### config.mk
export PLATFORM = sky130hd
export DESIGN_NAME = sumador_flat
export DESIGN_NICKNAME = d
export VERILOG_FILES = /design/src/rtl/sumador_if.sv /design/src/rtl/sumador.sv /design/src/flat_wrapper.sv
export SDC_FILE = /design/constraint.sdc
export NUM_CORES = 1
export LEC_CHECK = 0
export ABC_AREA = 1
export BUFFER_PORTS_ARGS = -buffer_cell sky130_fd_sc_hd__buf_2
export CAP_MARGIN = 20
export CELL_PAD_IN_SITES_DETAIL_PLACEMENT = 1
export CELL_PAD_IN_SITES_GLOBAL_PLACEMENT = 2
export CORE_AREA = 2 2 39 41
export CTS_BUF_LIST = sky130_fd_sc_hd__clkbuf_8
export CTS_CLUSTER_DIAMETER = 120
export CTS_CLUSTER_SIZE = 25
export DETAILED_ROUTE_END_ITERATION = 10
export DIE_AREA = 0 0 41 43
export PLACE_DENSITY = 0.58
export SYNTH_ARGS = -nofsm -noshare
export SYNTH_HDL_FRONTEND = slang
export SYNTH_SLANG_ARGS = --single-unit
export TNS_END_PERCENT = 20
### constraint.sdc
create_clock -name clk -period 1.2 [get_ports clk]
set_clock_uncertainty 0.05 [all_clocks]
set_input_delay 0.06 -clock clk [delete_from_list [all_inputs] [get_ports clk]]
set_output_delay 0.06 -clock clk [all_outputs]
set_load 0.02 [all_outputs]
### src/rtl/sumador_if.sv
// Operand/result bundle for the registered ripple-carry adder.
interface sumador_if #(
  parameter int unsigned WIDTH = 1
);
  logic [WIDTH-1:0] A;
  logic [WIDTH-1:0] B;
  logic             CIn;
  logic             in_valid;
  logic [WIDTH-1:0] Sum;
  logic             COut;
  logic             ovf;
  logic             out_valid;

  modport master (
    output A, B, CIn, in_valid,
    input  Sum, COut, ovf, out_valid
  );

  modport slave (
    input  A, B, CIn, in_valid,
    output Sum, COut, ovf, out_valid
  );
endinterface

### src/rtl/sumador.sv
// Registered ripple-carry adder: {COut,Sum} = A + B + CIn, one-cycle latency,
// with two's-complement overflow and a single-cycle result strobe.
module sumador #(
  parameter int unsigned WIDTH = 1
) (
  input logic     clk,
  input logic     rst,
  sumador_if.slave bus
);
  logic [WIDTH:0]   carry;
  logic [WIDTH-1:0] sum_raw;
  logic             ovf_raw;

  logic [WIDTH-1:0] sum_d, sum_q;
  logic             cout_d, cout_q;
  logic             ovf_d, ovf_q;
  logic             valid_d, valid_q;

  always_comb begin
    carry    = '0;
    sum_raw  = '0;
    carry[0] = bus.CIn;
    for (int unsigned i = 0; i < WIDTH; i++) begin
      sum_raw[i]   = bus.A[i] ^ bus.B[i] ^ carry[i];
      carry[i+1]   = (bus.A[i] & bus.B[i]) | (bus.A[i] & carry[i]) | (bus.B[i] & carry[i]);
    end
    ovf_raw = carry[WIDTH] ^ carry[WIDTH-1];
  end

  // Result registers hold when idle so unqualified inputs never reach the outputs.
  always_comb begin
    sum_d   = sum_q;
    cout_d  = cout_q;
    ovf_d   = ovf_q;
    valid_d = bus.in_valid;
    if (bus.in_valid) begin
      sum_d  = sum_raw;
      cout_d = carry[WIDTH];
      ovf_d  = ovf_raw;
    end
  end

  always_ff @(posedge clk or posedge rst) begin
    if (rst) begin
      sum_q   <= '0;
      cout_q  <= 1'b0;
      ovf_q   <= 1'b0;
      valid_q <= 1'b0;
    end else begin
      sum_q   <= sum_d;
      cout_q  <= cout_d;
      ovf_q   <= ovf_d;
      valid_q <= valid_d;
    end
  end

  assign bus.Sum       = sum_q;
  assign bus.COut      = cout_q;
  assign bus.ovf       = ovf_q;
  assign bus.out_valid = valid_q;
endmodule

### src/flat_wrapper.sv
// flat-port wrapper written by rule: the top's interface ports become plain ports
module sumador_flat 
#(
  parameter int unsigned WIDTH = 1
)
  (clk, rst, bus_A, bus_B, bus_CIn, bus_in_valid, bus_Sum, bus_COut, bus_ovf, bus_out_valid);
  sumador_if #(.WIDTH(WIDTH)) bus_i ();
  input logic clk;
  input logic rst;
  input wire logic [$bits(bus_i.A)-1:0] bus_A;
  input wire logic [$bits(bus_i.B)-1:0] bus_B;
  input wire logic [$bits(bus_i.CIn)-1:0] bus_CIn;
  input wire logic [$bits(bus_i.in_valid)-1:0] bus_in_valid;
  output wire logic [$bits(bus_i.Sum)-1:0] bus_Sum;
  output wire logic [$bits(bus_i.COut)-1:0] bus_COut;
  output wire logic [$bits(bus_i.ovf)-1:0] bus_ovf;
  output wire logic [$bits(bus_i.out_valid)-1:0] bus_out_valid;
  assign bus_i.A = bus_A;
  assign bus_i.B = bus_B;
  assign bus_i.CIn = bus_CIn;
  assign bus_i.in_valid = bus_in_valid;
  assign bus_Sum = bus_i.Sum;
  assign bus_COut = bus_i.COut;
  assign bus_ovf = bus_i.ovf;
  assign bus_out_valid = bus_i.out_valid;
  sumador #(.WIDTH(WIDTH)) u_core (.clk(clk), .rst(rst), .bus(bus_i));
endmodule
==> summary.txt, run 1 <==
Synth
  – Most numerous cell in the Yosys netlist: nand2_1
  – Cell variety after synth: 7
  – Net count after synthesis: 26
  – Share of the yosys chip area belonging to registers: 0.571
  – Post-synth top area cell: dfrtp_1
  – EDFF count, synth: 0
  – Mean Syn Cell Area: 9.22 um^2
  – Yosys reg bits: 4
  – Cell Area, Synth: around 180 um^2
  – FFs w/ async S/R, synth: 1.00
  – Area contributors post-synth: dfrtp_1 57%, nand2_1 17%, fa_1 11%
  – Post-Synthesis Cells: 19
  – Syn. warnings: 0
  – Predominant post-synthesis flop cell: dfrtp_1
  – Share of the synthesized area in the top cell type: 0.571
  – Top cell types by occurrence after synthesis: 8 x nand2_1, 4 x dfrtp_1, 3 x inv_1

Power
  – Reg power frac: 0.306
  – Power Internal: ~390 uW
  – Peak VDD IR: 0.000316 V
  – NetSw: 118 uW
  – Pleak: about 0.17 nW
  – Combinational fraction of design power: 0.151
  – Switching share of total power: 0.230
  – Clk pwr share: 0.543
  – PwrDens: approximately 1700 nW/um^2

Drt
  – Drt pass-1 iters: 1
  – Via density: between 3 and 4
  – Post-route antenna net violation count: 0
  – Routed Wire Length: between 400 and 500 um
  – DR vias: between 150 and 200
  – DR iter-0 viols: 0
  – DRC errors left: 0
  – Wirelength per Cell: just over 8 um

STA
  – Fin crit period: 0.856 ns
  – Sum Neg Setup Slack: 0 ns
  – Worst slew pin tran: ~0.15 ns
  – Max Clk Rate: about 1200 MHz
  – Hold slack final: ~0.13 ns
  – Rel. slew slack: 0.903
  – RSZ-0062 raised after global routing: false
  – Final Cycle Share: 0.714
  – Final setup viols: 0
  – Hold Vio Cnt, Final: 0
  – Slew Viols, Final: 0

Critical path
  – CP max-delay cell: dfrtp_1
  – Crit start category: register
  – Worst-path maximum fanout: 2
  – FF-to-FF setup slack: 0.55 ns
  – Worst r2r dst: u_core.bus.ovf$_DFFE_PP0P_
  – CP Cell Sequence: buf_2
  – Setup Crit Path Kind: register to output pin
  – Max incr delay on CP: approximately 0.37 ns
  – Critical path depth: 1
  – Reg2Reg Depth: 2
  – Critical path data required time: approximately 1.1 ns
  – Crit. End Element: output pin
  – Worst EP arrival: between 0.7 and 0.8 ns
  – Crit path max-delay family: flip-flops
  – Setup crit start: u_core.bus.ovf$_DFFE_PP0P_
  – Critical R2R Launch: u_core.bus.ovf$_DFFE_PP0P_
  – CP bufs+invs: 1
  – Worst setup path endpoint: bus_ovf

GRT
  – Antenna violations before repair: 0
  – Number of global-route vias before repair: around 180
  – First-pass GRT wire length: 703 um
  – Pin count of the biggest net entering global routing: 5
  – Aggregate global-route resource usage: 0.0656
  – Grt ovf: 0

Floorplan
  – Die width: between 40 and 50 um
  – Top-Level Pins: 10
  – Die area: between 1500 and 2000 um^2
  – Core Box Area: approximately 1400 um^2
  – DIE HEIGHT: ~43 um
  – FP Rows: 14
  – Effective utilization at floorplan: 0.127

Clock tree
  – CTS tree: yes
  – Total CTS buffers: 3
  – Clock root cell: clkbuf_8
  – CTS Hold Bufs: 2
  – # resized after CTS: 0
  – Clk_lat worst skew: between 0.2 and 0.25 ns
  – Clock sinks: 4
  – CTS H-tree depth: 1
  – Clock Tree Buf Depth: 2
  – Setup Fix Bufs, Post-CTS: 0
  – Worst-path clk slew: roughly 0.03 ns

Min path
  – Min-delay worst type: primary input to register

Run
  – Max-cap viol count: 0

Layout
  – N_diodes: 0
  – # nets final: 42
  – Fillers: about 180
  – Layout cell share with drive strength beyond 1: 0.394
  – Syn-to-layout area delta: 72.1%

Place
  – Port bufs: 9
  – GP Congestion: approximately 0.55

Run status
  – Status: finished, final reports clean
==> power groups by stage <==
stage,Combinational (mW),Clock (mW),Sequential (mW)
CTS,0.0786,0.287,0.157
floorplan,0.0226,0,0.177
finish,0.0774,0.278,0.157
global route,0.0884,0.298,0.158
detailed placement,0.0735,0,0.159
global placement,0.0720,0,0.157
==> worst min path at each step <==
stage            start                     endpoint  slack [ns]  cells past startpoint
4_1_cts        bus_CIn   u_core.bus.ovf$_DFFE_PP0P_        0.13                      4
6_report       bus_CIn   u_core.bus.ovf$_DFFE_PP0P_        0.13                      4
5_1_grt        bus_CIn   u_core.bus.ovf$_DFFE_PP0P_        0.18                      4
3_3_place_gp       rst  u_core.bus.COut$_DFFE_PP0P_       -0.11                      2
2_1_floorplan      rst  u_core.bus.COut$_DFFE_PP0P_       -0.22                      1
3_5_place_dp       rst  u_core.bus.COut$_DFFE_PP0P_       -0.10                      2
==> cells in the final DEF, fill, tap and decap left out <==
master         netlist  final
inv_1                3      3
dlygate4sd3_1        0      2
fa_1                 1      1
nand3_1              1      1
o21ai_1              1      1
dfrtp_1              4      4
nand2_1              8      8
inv_2                1      1
clkbuf_8             0      3
buf_2                0      9
==> per-layer routing <==
layer / global-route usage / vias to the layer above / part of all wire
li1: - / 83 / -
met1: 0.0686 / 72 / 0.38
met2: 0.0813 / 13 / 0.39
met3: 0.0314 / 3 / 0.17
met4: 0.0800 / 0 / 0.062
met5: 0 / - / 0
==> registers in the layout (all words and copies together), names as in the netlist <==
name and cells:
u_core.bus.out_valid 1, u_core.bus.ovf 1, u_core.bus.COut 1, u_core.bus.Sum 1
==> cells by family (layout without fill, tap and decap cells) <==
family / Yosys count / after routing / share of synthesized area
simple gates: 9 / 9 / 0.200
flops: 4 / 4 / 0.571
buf+inv: 4 / 18 / 0.0857
fa+ha+maj: 1 / 1 / 0.114
compound gates: 1 / 1 / 0.0285
==> cell type report <==
cell class              instances  area, um^2  share of cell area
repair buffers                 11        65.1               0.216
multi-input cells              11        60.1               0.199
inverters                       4        15.0              0.0498
clock buffers                   3        41.3               0.137
flip-flops and latches          4         100               0.332
well taps                      16        20.0              0.0664
==> stage by stage <==
step / util / setup WS, ns / cells / power, mW / instance area [um^2]
after floorplan: - / 0.343 / 19 / 0.200 / 175
after global placement: 0.174 / 0.164 / 44 / 0.229 / 240
after detailed placement: 0.174 / 0.141 / 44 / 0.232 / 240
after CTS: 0.218 / 0.338 / 49 / 0.523 / 302
after global routing: 0.218 / 0.262 / 49 / 0.544 / 302
final: 0.218 / 0.344 / 49 / 0.512 / 302
No activity file was read; power rests on OpenSTA's default activity.
==> run 2: changes to the inputs <==
clock period = 0.9 ns   (was 1.2 ns; I/O delays follow)
==> run 2 against run 1 <==
  * Via count is 1.2% higher
  * Sequential cell count stayed put
  * Clock power is 33% higher
  * Combinational power is 37% higher
  * Cell count is 2.0% higher
  * Sequential share of layout area is 0.81 points lower
  * Utilization is 0.54 points higher
  * Highest routed layer unchanged
  * Global-route usage is 0.094 points lower
  * Critical path depth stayed put
  * Final area is 2.5% higher
  * Non-clock buffer count is 1 higher
  * Clock-buffer cell count stayed put
==> summary.txt, run 2 (synthesis results as in run 1) <==
Place
  – Placed cell count: 45 (+2.3%)
  – Place WS: -0.129 ns (-0.271 ns)
  – Dpl hpwl: roughly 340 um
  – Port bufs: 9 (unchanged)
  – GP Congestion: 0.554 (+1.1%)

Power
  – Pleak: 0.171 nW (+2.9%)
  – Peak VDD IR: 0.000359 V (+14%)
  – PwrDens: 2220 nW/um^2 (+31%)
  – NetSw: 157 uW (+34%)
  – Clk pwr share: 0.539 (-0.004)
  – Power Internal: 529 uW (+34%)
  – Reg power frac: 0.306 (about the same)
  – Combinational fraction of design power: 0.155 (+0.004)
  – Switching share of total power: 0.229 (-0.000443)

Layout
  – Syn-to-layout area delta: 76.4%
  – # nets final: 43 (+2.4%)
  – N_diodes: 0 (unchanged)
  – Layout Utilization: 0.223 (+0.00542)
  – Commonest non-fill, non-tap cell in the layout: buf_2
  – Non-filler cells, final: 50 (+2.0%)
  – Layout cell share with drive strength beyond 1: 0.412 (+0.0178)
  – Most frequent cells in the layout: 9 x buf_2, 8 x nand2_1, 4 x dfrtp_1

STA
  – Hold Vio Cnt, Final: 0 (unchanged)
  – RSZ-0062 raised after global routing: false
  – Rel. slew slack: 0.903 (about the same)
  – Final Cycle Share: 0.935
  – Final setup viols: 0 (unchanged)
  – Max Clk Rate: between 1000 and 1500 MHz
  – Sum Neg Setup Slack: 0 ns (unchanged)
  – Slew Viols, Final: 0 (unchanged)
  – Setup ws final: 0.0587 ns (-0.285 ns)
  – Fin crit period: around 0.84 ns
  – Worst slew pin tran: 0.145 ns (-0.000341 ns)

Critical path
  – CP max-delay cell: dfrtp_1
  – Setup Crit Path Kind: register to output pin
  – Crit path max-delay family: flip-flops
  – Max incr delay on CP: 0.37 ns (about the same)
  – Crit. End Element: output pin
  – CP Cell Sequence: buf_2
  – Worst EP arrival: 0.75 ns (about the same)
  – Critical path data required time: 0.81 ns (-0.28 ns)
  – CP bufs+invs: 1 (unchanged)
  – Crit start category: register
  – Worst-path maximum fanout: 2 (unchanged)

Clock tree
  – Clock sinks: 4 (unchanged)
  – CTS H-tree depth: 1 (unchanged)
  – Clk_lat worst skew: 0.21 ns (about the same)
  – Worst-path clk slew: 0.03 ns (about the same)
  – Total CTS buffers: 3 (unchanged)
  – Clock Tree Buf Depth: 2 (unchanged)
  – Clock root cell: clkbuf_8
  – Setup Fix Bufs, Post-CTS: 0 (unchanged)
  – CTS tree: yes

Floorplan
  – Die width: 41 um (unchanged)
  – Core Box Area: 1380 um^2 (unchanged)
  – DIE HEIGHT: 43 um (unchanged)
  – Effective utilization at floorplan: 0.127 (unchanged)
  – Top-Level Pins: 10 (unchanged)
  – FP Rows: 14 (unchanged)
  – Die area: 1760 um^2 (unchanged)

Drt
  – Via density: 3.46 (-0.85%)
  – DR iter-0 viols: 3 (+3)
  – Routed Wire Length: 418 um (+3.2%)
  – DRC errors left: 0 (unchanged)
  – Drt pass-1 iters: 3 (+2)
  – Wirelength per Cell: 8.36 um (+1.1%)
  – Post-route antenna net violation count: 0 (unchanged)
  – DR vias: 173 (+1.2%)

Run
  – Max-cap viol count: 0 (unchanged)

GRT
  – Number of global-route vias before repair: 173 (-4.4%)
  – Aggregate global-route resource usage: 0.0646 (-0.000944)
  – First-pass GRT wire length: 662 um (-5.8%)
  – Grt ovf: 0 (unchanged)
  – Antenna violations before repair: 0 (unchanged)
  – Pin count of the biggest net entering global routing: 5 (unchanged)

Run status
  – Status: finished, final reports clean

Min path
  – Min-delay worst type: primary input to register
run 2: cell count changes in the layout (fill, tap and decap cells not counted), sizes merged:
cell / change
buf: +1
run 2: path summary, 6_finish.rpt:
check                                         endpoint  slack [ns]  cells after the start                  startpoint
min reg2reg                 u_core.bus.Sum$_DFFE_PP0P_        0.43                      2  u_core.bus.Sum$_DFFE_PP0P_
max reg2reg                 u_core.bus.ovf$_DFFE_PP0P_        0.25                      2  u_core.bus.ovf$_DFFE_PP0P_
max                                            bus_ovf        0.06                      1  u_core.bus.ovf$_DFFE_PP0P_
min in group asynchronous  u_core.bus.COut$_DFFE_PP0P_        0.21                      3                         rst
max in group asynchronous   u_core.bus.Sum$_DFFE_PP0P_        0.45                      3                         rst
min                         u_core.bus.Sum$_DFFE_PP0P_        0.16                      4                       bus_A
run 2: layout make-up:
| cell class | instances | area, um^2 |
|---|---|---|
| Tap cell | 16 | 20.0 |
| Inverter | 4 | 15.0 |
| Fill cell | 173 | 1070 |
| Timing Repair Buffer | 12 | 72.6 |
| Multi-Input combinational cell | 11 | 60.1 |
| Clock buffer | 3 | 41.3 |
| Sequential cell | 4 | 100 |
run 2: power by group through the flow:
| stage | combinational, mW | clock (mW) | sequential, mW |
|---|---|---|---|
| 2_1_floorplan | 0.0301 | 0 | 0.236 |
| 3_3_place_gp | 0.0989 | 0 | 0.210 |
| 3_5_place_dp | 0.102 | 0 | 0.212 |
| 4_1_cts | 0.108 | 0.382 | 0.210 |
| 5_1_grt | 0.121 | 0.395 | 0.212 |
| 6_report | 0.106 | 0.370 | 0.210 |
run 2: layer usage:
layer | wire length [um] | up-vias | part of all wire | global-route usage
met5 | 0 | - | 0 | 0
li1 | - | 85 | - | -
met1 | 160 | 72 | 0.38 | 0.0656
met3 | 73 | 2 | 0.17 | 0.0314
met2 | 166 | 14 | 0.40 | 0.0719
met4 | 17 | 0 | 0.041 | 0.100
run 2: timing repair:
action	in CTS	in global routing
resized for setup	0	0
setup endpoints to repair	0	0
hold buffers	2	0
endpoints found under the hold margin	5	0
run 2: through the flow:
stage	total power [mW]	hold slack (ns)	instance area, um^2
finish	0.686	0.158	309
global route	0.728	0.200	309
CTS	0.701	0.158	309
detailed placement	0.313	-0.115	248
global placement	0.309	-0.127	248
floorplan	0.266	-0.239	175
==> run 3: changes to the inputs <==
clock period = 0.8 ns   (was 0.9 ns; I/O delays follow)
==> run 3 against run 2 <==
  * Critical endpoint unchanged
  * Largest power group unchanged
  * The run now ends with negative setup slack left
  * Non-clock buffer count grew 1
  * Via count grew 2.3%
  * Cell count grew 2.0%
==> summary.txt, run 3 (synthesis results as in run 1) <==
Place
  – Port bufs: 9 (unchanged)
  – Dpl hpwl: 359 um (+6.7%)
  – Place WS: -0.185 ns (-0.0554 ns)
  – GP Congestion: 0.568 (+2.5%)

Clock tree
  – Worst-path clk slew: 0.03 ns (about the same)
  – CTS H-tree depth: 1 (unchanged)
  – CTS tree: yes
  – Clk_lat worst skew: 0.21 ns (about the same)
  – Total CTS buffers: 3 (unchanged)
  – Clock Tree Buf Depth: 2 (unchanged)
  – Clock root cell: clkbuf_8
  – Clock sinks: 4 (unchanged)

Power
  – PwrDens: 2370 nW/um^2 (+6.7%)
  – Peak VDD IR: 0.000421 V (+17%)
  – Power Internal: 629 uW (+19%)
  – Reg power frac: 0.294 (-0.012)
  – Clk pwr share: 0.510 (-0.029)
  – NetSw: 188 uW (+20%)
  – Combinational fraction of design power: 0.196 (+0.041)
  – Pleak: 0.182 nW (+6.5%)
  – Switching share of total power: 0.230 (+0.00130)

Critical path
  – CP Cell Sequence: buf_6
  – Critical R2R Launch: u_core.bus.Sum$_DFFE_PP0P_
  – Critical path data required time: 0.71 ns (-0.10 ns)
  – Crit start category: register
  – Reg2Reg Depth: 3 (+1)
  – Crit. End Element: output pin
  – Crit path max-delay family: flip-flops
  – CP bufs+invs: 1 (unchanged)
  – Worst-path maximum fanout: 2 (unchanged)
  – Max incr delay on CP: 0.38 ns (about the same)
  – Worst r2r dst: u_core.bus.Sum$_DFFE_PP0P_
  – Setup Crit Path Kind: register to output pin
  – Worst EP arrival: 0.73 ns (-0.02 ns)
  – Setup crit start: u_core.bus.ovf$_DFFE_PP0P_
  – CP max-delay cell: dfrtp_1
  – FF-to-FF setup slack: 0.03 ns (-0.22 ns)

Drt
  – Via density: 3.47 (+0.31%)
  – Wirelength per Cell: 8.51 um (+1.8%)
  – DR iter-0 viols: 1 (-2)
  – DRC errors left: 0 (unchanged)
  – DR vias: 177 (+2.3%)
  – Drt pass-1 iters: 2 (-1)
  – Post-route antenna net violation count: 0 (unchanged)
  – Routed Wire Length: 434 um (+3.8%)

Layout
  – # nets final: 44 (+2.3%)
  – Commonest non-fill, non-tap cell in the layout: nand2_1
  – Fillers: 172 (-0.58%)
  – Layout cell share with drive strength beyond 1: 0.543 (+0.131)
  – Syn-to-layout area delta: 97.1%
  – Most frequent cells in the layout: 7 x nand2_1, 6 x buf_2, 4 x dfrtp_1
  – N_diodes: 0 (unchanged)
  – Layout Utilization: 0.250 (+0.0262)

GRT
  – Antenna violations before repair: 0 (unchanged)
  – Pin count of the biggest net entering global routing: 5 (unchanged)
  – Aggregate global-route resource usage: 0.0706 (+0.00599)
  – Number of global-route vias before repair: 190 (+9.8%)
  – Grt ovf: 0 (unchanged)
  – First-pass GRT wire length: 717 um (+8.3%)

Min path
  – Hold path depth: 3 (-1)
  – Hold Startpoint: bus_in_valid
  – Min-delay worst type: primary input to register
  – Worst Hold End: u_core.bus.Sum$_DFFE_PP0P_

Run status
  – Status: finished with violations
  – Failing checks: negative setup slack

STA
  – Fin crit period: 0.825 ns
  – Final Cycle Share: 1.03
  – Setup ws final: -0.0245 ns (-0.0832 ns)
  – Hold Vio Cnt, Final: 0 (unchanged)
  – Max Clk Rate: between 1000 and 1500 MHz
  – Slew Viols, Final: 0 (unchanged)
  – RSZ-0062 raised after global routing: true
  – Worst slew pin tran: 0.145 ns (+0.000183 ns)
  – Final setup viols: 3 (+3)
  – Rel. slew slack: 0.903 (about the same)
  – Hold slack final: 0.0445 ns (-0.114 ns)

Floorplan
  – Effective utilization at floorplan: 0.127 (unchanged)
  – Die width: 41 um (unchanged)
  – FP Rows: 14 (unchanged)
  – Top-Level Pins: 10 (unchanged)
  – Die area: 1760 um^2 (unchanged)
  – Core Box Area: 1380 um^2 (unchanged)
  – DIE HEIGHT: 43 um (unchanged)

Run
  – Max-cap viol count: 0 (unchanged)
==> run 3: final cells by class <==
type                       instances  area, um^2  area share
clock buffer                       3        41.3       0.120
inverter                           4        15.0      0.0435
multi-input combinational         11        70.1       0.203
sequential                         4         100       0.290
tap                               16        20.0      0.0580
timing repair buffer              13        98.8       0.286
==> run 3: metrics by stage <==
| stage | area (um^2) | instances | total power [mW] | setup TNS [ns] |
|---|---|---|---|---|
| 6_report | 345 | 51 | 0.818 | -0.0660 |
| 5_1_grt | 345 | 51 | 0.865 | -0.141 |
| 4_1_cts | 330 | 50 | 0.817 | -0.0958 |
| 3_5_place_dp | 250 | 45 | 0.354 | -0.401 |
| 3_3_place_gp | 250 | 45 | 0.349 | -0.329 |
| 2_1_floorplan | 178 | 19 | 0.300 | 0 |
==> run 3: layer usage <==
layer,share of wire,up-vias,global-route usage
met1,0.40,74,0.0654
met2,0.41,14,0.0906
met5,0,-,0
met4,0.039,0,0.100
li1,-,87,-
met3,0.14,2,0.0314
==> run 3: power groups by stage <==
stage | Combinational, mW | Sequential, mW | Clock [mW]
2_1_floorplan | 0.0345 | 0.265 | 0
3_3_place_gp | 0.113 | 0.236 | 0
3_5_place_dp | 0.116 | 0.238 | 0
4_1_cts | 0.145 | 0.241 | 0.430
5_1_grt | 0.180 | 0.242 | 0.444
6_report | 0.160 | 0.240 | 0.417
==> run 3: worst max path at each step <==
stage                                            end  slack, ns  cells past startpoint
after CTS                                    bus_Sum      -0.03                      1
after detailed placement  u_core.bus.ovf$_DFFE_PP0P_      -0.18                      6
after global placement    u_core.bus.ovf$_DFFE_PP0P_      -0.15                      6
after global routing                         bus_ovf      -0.04                      1
after floorplan           u_core.bus.Sum$_DFFE_PP0P_       0.02                      3
final                                        bus_ovf      -0.02                      1
==> run 3: what timing repair did <==
item                       4_1_cts  5_1_grt
buffers inserted                 0        1
resized for setup                6        3
pin swaps                        0        1
hold endpoints to repair         5        0
setup endpoints to repair        4        5
hold buffers                     2        0
